--- src/rtl/csr_mtrap.sv ---
// csr_mtrap: machine-mode CSR file with exception, interrupt and MRET sequencing.
// Define MTRAP_VECTORED_EN to enable vectored interrupt dispatch through mtvec[1:0].
module csr_mtrap #(
  parameter logic [31:0] BOOT   = 32'h0000_0000,
  parameter logic [31:0] HARTID = 32'd0,
  parameter int          CNT_W  = 64
) (
  input  logic        clk,
  input  logic        rst,
  input  logic        valid,
  input  logic [31:0] pc,
  input  logic [31:0] ir,
  input  logic [31:0] rrs1,
  input  logic        irq_timer,
  input  logic        irq_ext,
  output logic [31:0] crslt,
  output logic        trap_taken,
  output logic        mret_taken,
  output logic [31:0] trap_pc,
  output logic [63:0] cycle,
  output logic [63:0] instret
);
  localparam logic [6:0] OP_SYS = 7'b1110011;

  logic             gie_q, gie_d;
  logic             mpie_q, mpie_d;
  logic [1:0]       mie_q, mie_d;
  logic [31:0]      mtvec_q, mtvec_d;
  logic [31:0]      mscratch_q, mscratch_d;
  logic [31:0]      mepc_q, mepc_d;
  logic [31:0]      mcause_q, mcause_d;
  logic [CNT_W-1:0] mcycle_q, mcycle_d;
  logic [CNT_W-1:0] minstret_q, minstret_d;
  logic [31:0]      crslt_q, crslt_d;
  logic [31:0]      trap_pc_q, trap_pc_d;
  logic             trap_taken_q, trap_taken_d;
  logic             mret_taken_q, mret_taken_d;

  logic [63:0] cyc64, ins64;
  logic [31:0] mip, rdata, opnd, wval, base;
  logic [11:0] addr;
  logic [2:0]  f3;
  logic [4:0]  cause;
  logic        ext, tim, intr, sys, priv;
  logic        ecall, ebreak, mret, trap, wen;
  logic        unused_rd;

  assign addr      = ir[31:20];
  assign f3        = ir[14:12];
  assign unused_rd = ^ir[11:7];
  assign cyc64     = 64'(mcycle_q);
  assign ins64     = 64'(minstret_q);
  assign mip       = {20'd0, irq_ext, 3'd0, irq_timer, 7'd0};

  assign ext    = irq_ext & mie_q[1];
  assign tim    = irq_timer & mie_q[0];
  assign intr   = valid & gie_q & (ext | tim);
  assign sys    = valid & (ir[6:0] == OP_SYS) & ~intr;
  assign priv   = sys & (f3 == 3'd0);
  assign ecall  = priv & (ir[21:20] == 2'b00);
  assign ebreak = priv & (ir[21:20] == 2'b01);
  assign mret   = priv & ir[21];
  assign trap   = intr | ecall | ebreak;
  assign opnd   = f3[2] ? {27'd0, ir[19:15]} : rrs1;
  assign wen    = sys & (f3[1:0] != 2'b00)
                & ((f3[1:0] == 2'b01) | (opnd != 32'd0));
  assign cause  = intr ? (ext ? 5'd11 : 5'd7)
                       : (ecall ? 5'd11 : 5'd3);
  assign base   = {mtvec_q[31:2], 2'b00};

  // CSR read mux; always reflects state before this cycle's update
  always_comb begin
    rdata = 32'd0;
    case (addr)
      12'hf14: rdata = HARTID;
      12'h300: rdata = {24'd0, mpie_q, 3'd0, gie_q, 3'd0};
      12'h304: rdata = {20'd0, mie_q[1], 3'd0, mie_q[0], 7'd0};
      12'h305: rdata = mtvec_q;
      12'h340: rdata = mscratch_q;
      12'h341: rdata = mepc_q;
      12'h342: rdata = mcause_q;
      12'h344: rdata = mip;
      12'hb00: rdata = cyc64[31:0];
      12'hb80: rdata = cyc64[63:32];
      12'hb02: rdata = ins64[31:0];
      12'hb82: rdata = ins64[63:32];
      default: rdata = 32'd0;
    endcase
  end

  // Read-modify-write value for the CSR op
  always_comb begin
    wval = rdata;
    unique case (f3[1:0])
      2'b01:   wval = opnd;
      2'b10:   wval = rdata | opnd;
      2'b11:   wval = rdata & ~opnd;
      default: wval = rdata;
    endcase
  end

  // Next state: trap beats MRET beats CSR write
  always_comb begin
    gie_d        = gie_q;
    mpie_d       = mpie_q;
    mie_d        = mie_q;
    mtvec_d      = mtvec_q;
    mscratch_d   = mscratch_q;
    mepc_d       = mepc_q;
    mcause_d     = mcause_q;
    mcycle_d     = mcycle_q + CNT_W'(1);
    minstret_d   = minstret_q + CNT_W'(valid & ~trap);
    crslt_d      = rdata;
    trap_taken_d = trap;
    mret_taken_d = mret;
    trap_pc_d    = 32'd0;
    if (trap) begin
      mepc_d    = pc;
      mcause_d  = {intr, 26'd0, cause};
      mpie_d    = gie_q;
      gie_d     = 1'b0;
      trap_pc_d = base;
`ifdef MTRAP_VECTORED_EN
      if (intr && mtvec_q[1:0] == 2'b01)
        trap_pc_d = base + {25'd0, cause, 2'b00};
`endif
    end else if (mret) begin
      gie_d     = mpie_q;
      mpie_d    = 1'b1;
      trap_pc_d = mepc_q;
    end else if (wen) begin
      case (addr)
        12'h300: begin
          gie_d  = wval[3];
          mpie_d = wval[7];
        end
        12'h304: mie_d = {wval[11], wval[7]};
`ifdef MTRAP_VECTORED_EN
        12'h305: mtvec_d = wval;
`else
        12'h305: mtvec_d = {wval[31:2], 2'b00};
`endif
        12'h340: mscratch_d = wval;
        12'h341: mepc_d     = wval;
        12'h342: mcause_d   = wval;
        default: ;
      endcase
    end
  end

  // State and registered outputs
  always_ff @(posedge clk) begin
    if (rst) begin
      gie_q        <= 1'b0;
      mpie_q       <= 1'b0;
      mie_q        <= 2'b00;
      mtvec_q      <= BOOT;
      mscratch_q   <= 32'd0;
      mepc_q       <= BOOT;
      mcause_q     <= 32'd0;
      mcycle_q     <= '0;
      minstret_q   <= '0;
      crslt_q      <= 32'd0;
      trap_pc_q    <= 32'd0;
      trap_taken_q <= 1'b0;
      mret_taken_q <= 1'b0;
    end else begin
      gie_q        <= gie_d;
      mpie_q       <= mpie_d;
      mie_q        <= mie_d;
      mtvec_q      <= mtvec_d;
      mscratch_q   <= mscratch_d;
      mepc_q       <= mepc_d;
      mcause_q     <= mcause_d;
      mcycle_q     <= mcycle_d;
      minstret_q   <= minstret_d;
      crslt_q      <= crslt_d;
      trap_pc_q    <= trap_pc_d;
      trap_taken_q <= trap_taken_d;
      mret_taken_q <= mret_taken_d;
    end
  end

  assign crslt      = crslt_q;
  assign trap_taken = trap_taken_q;
  assign mret_taken = mret_taken_q;
  assign trap_pc    = trap_pc_q;
  assign cycle      = cyc64;
  assign instret    = ins64;
endmodule

--- config.mk ---
export PLATFORM = sky130hd
export DESIGN_NAME = csr_mtrap
export DESIGN_NICKNAME = d
export VERILOG_FILES = /design/src/rtl/csr_mtrap.sv
export SDC_FILE = /design/constraint.sdc
export NUM_CORES = 1
export LEC_CHECK = 0
export BUFFER_PORTS_ARGS = -buffer_cell sky130_fd_sc_hd__buf_2
export CORE_ASPECT_RATIO = 0.9
export CORE_MARGIN = 2
export CORE_UTILIZATION = 33
export CTS_CLUSTER_DIAMETER = 80
export DETAILED_ROUTE_END_ITERATION = 16
export GPL_ROUTABILITY_DRIVEN = 0
export HOLD_SLACK_MARGIN = 0.1
export MAX_ROUTING_LAYER = met4
export PLACE_DENSITY_LB_ADDON = 0.12
export SYNTH_ARGS = -nofsm -noshare
export SYNTH_HDL_FRONTEND = slang
export SYNTH_SLANG_ARGS = --single-unit
--- constraint.sdc ---
create_clock -name clk -period 7.9 [get_ports clk]
set_input_delay 1.185 -clock clk [delete_from_list [all_inputs] [get_ports clk]]
set_output_delay 1.185 -clock clk [all_outputs]
set_load 0.02 [all_outputs]
**Word level (Yosys, flattened, before mapping)**

Cells that the tools add are included.

- $add $sub $neg: 2
- Eq/ne operators: 17
- Mux-type cells: 23
- Bitwise logic cells: 24
- Reductions and logical operators: 21

Operator list:

| kind | count |
|---|---|
| two-way mux 32 bit | 11 |
| one-hot mux 32 bit (11 select lines) | 1 |
| one-hot mux 32 bit (3 select lines) | 1 |
| equality test 12 x 10 -> 1 bit, second input constant | 7 |
| adder 64 x 1 -> 64 bit, second input constant | 1 |
| adder 64 bit | 1 |
| bitwise AND 1 x 64 -> 64 bit | 1 |
| inverter 1 -> 64 bit | 1 |
| equality test 12 bit, second input constant | 4 |
| bitwise AND 32 bit | 1 |
| inverter 32 bit | 1 |
| OR 32 bit | 1 |
| nonzero test 32 bit | 1 |
| bitwise AND 1 bit | 12 |
| two-way mux 4 bit | 3 |
| AND reduction 4 bit | 3 |
| nonzero test 2 bit | 6 |
| AND reduction 3 bit | 3 |
| equality test 7 bit, second input constant | 1 |
| two-way mux 1 bit | 7 |
| nonzero test 3 bit | 2 |
| equality test 2 x 1 -> 1 bit, second input constant | 2 |
| equality test 2 bit, second input constant | 2 |
| OR 1 bit | 4 |
| other kinds (7) | 10 |

- Register bits after elaboration: 324
- Input port bits: 101
- Logic and storage cells: 102

**Longest topological paths before layout**

Gate-level depths: netlist of the first run.

- Depth after elaboration: 12
- Gate-level depth with buffers: 17
- Depth with buffers taken out: 12

**Worst setup path before layout of the first run**

Ideal clock, no wire load.

- Kind: input to register
- From: input ir[13]
- To: register minstret_q[54] (netlist: instret[54])
- Setup time: 70 ps
- Arrival: 4396 ps
- Data required time: 7830 ps
- Path slack: 3434 ps
- Stages: 17
- Cells stage by stage: clkbuf_1 -> or3_1 -> o41a_1 -> clkbuf_1 -> clkbuf_1 -> and2_1 -> ha_1 -> ha_1 -> and2_1 -> and4_1 -> buf_2 -> and3_1 -> buf_2 -> nand4_1 -> buf_2 -> or3_1 -> a21oi_1

- Word-level cells in the longest chain between the ends: 8
- Elaborated cells between the ends (all ways): 9

RTL lines:

| what | RTL line | text |
|---|---|---|
| from (decl) | 12 | `input logic [31:0] ir,` |
| logical NOT 3 bit * | 59 | `assign priv = sys & (f3 == 3'd0);` |
| bitwise AND 1 bit * | 59 |  |
| bitwise AND 1 bit | 60 | `assign ecall = priv & (ir[21:20] == 2'b00);` |
| OR 1 bit | 63 | `assign trap = intr \| ecall \| ebreak;` |
| OR 1 bit * | 63 |  |
| inverter 1 -> 64 bit * | 112 | `minstret_d = minstret_q + CNT_W'(valid & ~trap);` |
| bitwise AND 1 x 64 -> 64 bit * | 112 |  |
| adder 64 bit * | 112 |  |
| to (signal assigned) | 176 | `minstret_q <= minstret_d;` |
| to (decl) | 33 | `logic [CNT_W-1:0] minstret_q, minstret_d;` |

Mark *: on every way between the ends. The rest lies on a longest branch, timed or not.
A chain may end at the register's enable or synchronous reset.

**Worst setup path in the final report of the first run**

- From: input ir[12]
- To: register minstret_q[60] (netlist: instret[60])

Same word-level chain as after synthesis.

==> results.yml, run 1 <==
routing:
  firstDrtPassIters: 6
  vias: 15068
  ant_nets: 0
  wl_per_cell_um: 23.8
  drt_iter0_markers: 1555
  highest_layer: "met4"
  wl_met3_um: 6190
  wl_met2_um: 26600
  wirelength_um: 63600
  m1WireLength_um: 29100
  drc: 0
  drt-vias-per-instance: 5.65
cts:
  cts_made_buffers: 40
  cts_root_buf: "clkbuf_16"
  cts_num_sinks: 324
  path_clk_slew_ps: 60
  postCtsHoldBufs: 0
  tritoncts: "built"
  clkLatencyLatePin_ps: 570
  cts_buffer_depth: 3
  cts_max_level: 2
  cts_resized: 0
  cts_setup_buffers: 0
global_routing:
  grt.overflow.total: 0
  antenna_found_initial: 4
  grt_max_degree: 76
  grtUsageTotal_pct: 26.2
  grt_first_pass_wirelength_um: 92900
  grt_pass1_vias: 14001
logic_synthesis:
  yosys.area_share.simple_pct: 23.3
  synthFlopType: "dfxtp_1"
  synthMuxAreaShare_pct: 1.47
  synth_nets: 1901
  ys_seq_area_share_pct: 42.1
  ys_async_sr_fraction_pct: 0
  synth_fa_ha_area_share_pct: 0.243
  synth.distinct_cells: 80
  syn_inst: 1797
  synth_warnings: 0
  synth-seq-cells: 324
  synth_compound_area_share_pct: 21.8
  synth_top_family_by_area: "simple AND/OR/NAND/NOR gates"
  synth_area_sq_mm: 0.0154
  synth-xor-area-share_pct: 6.76
  synth_edf_count: 0
  syn_avg_cell_area_sq_um: 8.58
run_status:
  status: "completed"
sta:
  max-slew-margin-rel_pct: 18.5
  slew_viol_final: 0
  final.period_utilization_pct: 63.0
  final_hold_viol_count: 0
  rsz0062_at_grt: "false"
  holdWs_ps: 497
  setup_tns_ps: 0
  max_slew.worst_pin.slew_ps: 1220
  timing.fmax_ghz: 0.201
  skew_ps: 22.1
  finalSetupViolations: 0
  post-route-min-period_ps: 4980
run:
  max_cap_violations: 0
power:
  leakage_nw: 6.97
  total_power_mw: 3.70
  vdd_drop_max_mv: 0.112
  p_per_area_mw_per_mm2: 198
floorplanning:
  initial_core_util_pct: 33.3
  num_rows: 75
  dieArea_sq_mm: 0.0485
  core_sq_mm: 0.0464
  fp.dieW_um: 232
  die_y_um: 209
  io_pins: 295
critical_path:
  arrival_ps: 5450
  path_class: "in2reg"
  startpoint_type: "primary input"
  reg2reg_slack_ps: 3750
  worstPathRequired_ps: 8370
  end_kind: "flip-flop"
  critPathMaxFanout: 34
final_layout:
  final_core_util_pct: 40.4
  multiInputGateArea_sq_mm: 0.00835
  layout.nets: 2123
  n_fill_cell: 4756
  syn2layout_area_growth_pct: 21.4
  layout.cells.non_filler: 2669
  seqCellArea_sq_mm: 0.00649
  drive_above_1_share_pct: 20.4
place:
  dp.cells: 2593
  portBuffers: 289
  dp_hpwl_um: 45400
worst_hold_path:
  hold_class: "reg2reg"
## through the flow
| stage | setup slack (ps) | cell area [sq um] |
|---|---|---|
| global route | 2670 | 18700 |
| finish | 2920 | 18700 |
| detailed placement | 2440 | 17400 |
| global placement | 2490 | 17400 |
| CTS | 3010 | 18700 |
| floorplan | 3430 | 15400 |
## where the power goes
| part | total, mW | internal [mW] | switching, mW |
|---|---|---|---|
| combinational | 0.187 | 0.0590 | 0.128 |
| clock | 1.87 | 1.12 | 0.751 |
| sequential | 1.64 | 1.64 | 0.00507 |
## cell usage after synthesis (all sizes together), types with 20 or more instances
library cell | instances | area [sq um]
xor2 | 42 | 368
and4 | 20 | 175
o21ai | 116 | 581
nor3 | 49 | 260
inv | 25 | 93.8
o221ai | 26 | 228
and3 | 33 | 206
nand3 | 99 | 495
a21oi | 128 | 641
nand2 | 114 | 428
nand4 | 45 | 282
or3 | 33 | 206
xnor2 | 77 | 674
nor2 | 154 | 581
clkbuf | 97 | 367
nor4 | 30 | 215
a22o | 78 | 683
nor2b | 37 | 231
dfxtp | 324 | 6490
buf | 43 | 213
a22oi | 48 | 360
## final timing paths
path,from,endpoint,cells past startpoint
worst max-delay path,ir[12],instret[60]$_SDFF_PP0_,12
worst min-delay path,mtvec_q[4]$_SDFFE_PP0P_,mtvec_q[4]$_SDFFE_PP0P_,2
worst max register to register,mie_q[1]$_SDFFE_PP0P_,instret[60]$_SDFF_PP0_,12
worst min register to register,mtvec_q[4]$_SDFFE_PP0P_,mtvec_q[4]$_SDFFE_PP0P_,2
## logic make-up (layout without fill, tap and decap cells)
| kind of cell | after synthesis | in the layout |
|---|---|---|
| XOR/XNOR | 119 | 119 |
| AO/OA/AOI/OAI | 486 | 486 |
| AND/OR/NAND/NOR | 678 | 678 |
| adder cells (fa/ha/maj) | 3 | 3 |
| other | 0 | 4 |
| flip-flops | 324 | 324 |
| buffers and inverters | 166 | 418 |
| multiplexers | 21 | 21 |
## area by class of cell
cell class | instances | area share [%]
clock buffers | 59 | 6.22
flip-flops and latches | 324 | 34.7
repair buffers | 320 | 9.01
inverters | 26 | 0.521
multi-input cells | 1307 | 44.6
diodes | 4 | 0.0535
well taps | 616 | 4.12
clock inverters | 13 | 0.802
## layout by cell type (no fill, tap or decap), drive strengths merged, types with 48 or more instances in the layout
master,n
nand3,99
nor2,154
a22oi,48
nand2,114
nor3,49
a22o,78
xnor2,77
dfxtp,324
buf,320
clkbuf,59
o21ai,116
a21oi,128
## critical path, stage by stage
cell and delay (ps):
buf_2 630, or3_1 310, o41a_1 160, and2_1 210
ha_1 320, ha_1 280, and2_1 170, and4_1 400
and3_1 400, nand4_1 540, or4_1 680, a21oi_1 150
## sequential cells by signal, summed over array words and instances, names as in the netlist
register / flops
mtvec_q: 30
trap_taken: 1
mie_q: 2
gie_q: 1
crslt: 32
trap_pc: 32
mepc_q: 32
mcause_q: 32
instret: 64
cycle: 64
mret_taken: 1
mscratch_q: 32
mpie_q: 1
## per-layer routing
layer  GRT usage (%)  vias up
met5               -        -
met4            8.38        0
met3            7.11      106
met2            36.6      614
met1            36.3     7248
li1                -     7100
(Power assumes the default switching activity.)
==> run 2, diff against run 1 <==
--- a/config.mk
+++ b/config.mk
@@ -5,6 +5,7 @@
 export SDC_FILE = /design/constraint.sdc
 export NUM_CORES = 1
 export LEC_CHECK = 0
+export ABC_AREA = 1
 export BUFFER_PORTS_ARGS = -buffer_cell sky130_fd_sc_hd__buf_2
 export CORE_ASPECT_RATIO = 0.9
 export CORE_MARGIN = 2
==> constraint.sdc (replaced) <==
create_clock -name clk -period 5.2 [get_ports clk]
set_input_delay 0.78 -clock clk [delete_from_list [all_inputs] [get_ports clk]]
set_output_delay 0.78 -clock clk [all_outputs]
set_load 0.02 [all_outputs]
==> results.yml, run 2 <==
critical_path:
  end_kind: "flip-flop"
  startpoint_type: "primary input"
  worstPathRequired_ps: 5640
  arrival_ps: 3900
  path_class: "in2reg"
  critPathMaxFanout: 7
place:
  dp_slack_ps: 1250
  dp_hpwl_um: 63600
  portBuffers: 289
  post_dp_cell_area_sq_mm: 0.0201
logic_synthesis:
  ys_async_sr_fraction_pct: 0
  synth_top_area_share_pct: 35.7
  synth.largest_area_cell: "dfxtp_1"
  synthFlopType: "dfxtp_1"
  synth.top_cells.by_count: "nand2_1, inv_1, nor2_1"
  synth-seq-cells: 324
  synth_nets: 3013
  synth_edf_count: 0
  syn_avg_cell_area_sq_um: 6.24
  ys_seq_area_share_pct: 35.7
  synth.most_common_cell: "nand2_1"
  synth_area_sq_mm: 0.0182
  syn_inst: 2909
  synth.distinct_cells: 45
  synth_warnings: 0
  ys_top_cells_by_area: "dfxtp_1, nand2_1, inv_1, nor2_1, nand3_1"
sta:
  setup_tns_ps: 0
  rsz0062_at_grt: "false"
  max-slew-margin-rel_pct: 30.1
  max_slew.worst_pin.slew_ps: 1050
  final_hold_viol_count: 0
  finalSetupViolations: 0
  slew_viol_final: 0
  timing.fmax_ghz: 0.289
  holdWs_ps: 446
  skew_ps: 27.9
  final.period_utilization_pct: 66.5
  setup_ws_ps: 1740
  post-route-min-period_ps: 3460
global_routing:
  grt_pass1_vias: 19228
  grt_first_pass_wirelength_um: 121000
  grt_max_degree: 74
  antenna_found_initial: 1
  grt.overflow.total: 0
  grtUsageTotal_pct: 29.2
floorplanning:
  initial_core_util_pct: 33.4
  io_pins: 295
  num_rows: 81
  fp.dieW_um: 251
  core_sq_mm: 0.0543
  die_y_um: 226
  dieArea_sq_mm: 0.0569
cts:
  postCtsHoldBufs: 0
  cts_buffer_depth: 3
  clkLatencyLatePin_ps: 580
  cts_setup_buffers: 0
  cts_resized: 0
  cts_root_buf: "clkbuf_16"
  cts_num_sinks: 324
  cts_max_level: 2
  cts_made_buffers: 39
  tritoncts: "built"
  path_clk_slew_ps: 60
final_layout:
  drive_above_1_share_pct: 14.2
  layout_common_cells: "nand2_1, inv_1, nor2_1"
  n_antenna_cell: 0
  final_area_sq_mm: 0.0215
  layout.nets: 3259
  final_common_cell: "nand2_1"
  syn2layout_area_growth_pct: 18.3
routing:
  vias: 20698
  drc: 0
  wl_per_cell_um: 21.3
  wirelength_um: 82700
  firstDrtPassIters: 6
  drt-vias-per-instance: 5.32
  ant_nets: 0
  drt_iter0_markers: 2217
worst_hold_path:
  hold_class: "reg2reg"
power:
  total_power_mw: 5.65
  leakage_nw: 9.74
  vdd_drop_max_mv: 0.193
  p_per_area_mw_per_mm2: 263
run_status:
  status: "completed"
run:
  max_cap_violations: 0
run 2: per-layer routing:
| layer | track usage, % | vias to the layer above | routed length [um] |
|---|---|---|---|
| met4 | 11.8 | 0 | 3220 |
| li1 | - | 9879 | - |
| met5 | - | - | 0 |
| met3 | 5.49 | 168 | 7500 |
| met2 | 42.3 | 1019 | 34500 |
| met1 | 39.8 | 9632 | 37500 |
run 2: cell type report:
class | instances | area, sq um
clock inverter | 14 | 189
sequential | 324 | 6490
fill | 6047 | 32900
multi-input combinational | 2055 | 9540
tap | 705 | 882
timing repair buffer | 316 | 1660
inverter | 419 | 1580
clock buffer | 56 | 1140
run 2: final timing paths:
path / startpoint / to / slack (ps) / depth (start not counted)
hold reg to reg: mepc_q[0]$_SDFFE_PP0P_ / trap_pc[0]$_SDFF_PP0_ / 450 / 2
setup reg to reg: mie_q[1]$_SDFFE_PP0P_ / instret[62]$_SDFF_PP0_ / 1750 / 18
setup / recovery: irq_ext / instret[62]$_SDFF_PP0_ / 1740 / 19
hold / removal: mepc_q[0]$_SDFFE_PP0P_ / trap_pc[0]$_SDFF_PP0_ / 450 / 2
run 2: cells by family (layout without fill, tap and decap cells):
logic type | after synthesis | count (layout) | share of synthesized area (%)
AO/OA/AOI/OAI | 443 | 443 | 13.2
XOR/XNOR | 19 | 19 | 0.917
adder cells (fa/ha/maj) | 3 | 3 | 0.207
buffers and inverters | 530 | 805 | 11.8
flip-flops | 324 | 324 | 35.7
AND/OR/NAND/NOR | 1590 | 1590 | 38.2
run 2: metrics by stage:
stage               util (%)  instances
floorplan                  -       2909
global placement        37.1       3819
detailed placement      37.1       3819
CTS                     39.5       3889
global route            39.5       3889
finish                  39.5       3889
run 2: power breakdown:
group / internal [mW] / leakage, nW / switching, mW
Sequential: 2.49 / 2.61 / 0.00545
Clock: 1.73 / 0.660 / 1.18
Combinational: 0.0658 / 6.47 / 0.193
run 2: worst max-delay path, cell delays in order:
cell     delay (ps)
buf_2           130
nand2_1         150
nand2_1          90
nand3_1         180
nand4_1         160
nand2_1          80
nor2_1          190
ha_1            200
ha_1            240
nand2_1         110
nor2_2          220
inv_1            80
nor2_2          280
inv_1           130
nor2_1          260
nand2_1         130
nor4_1          280
xnor2_1         160
nor2_1           50
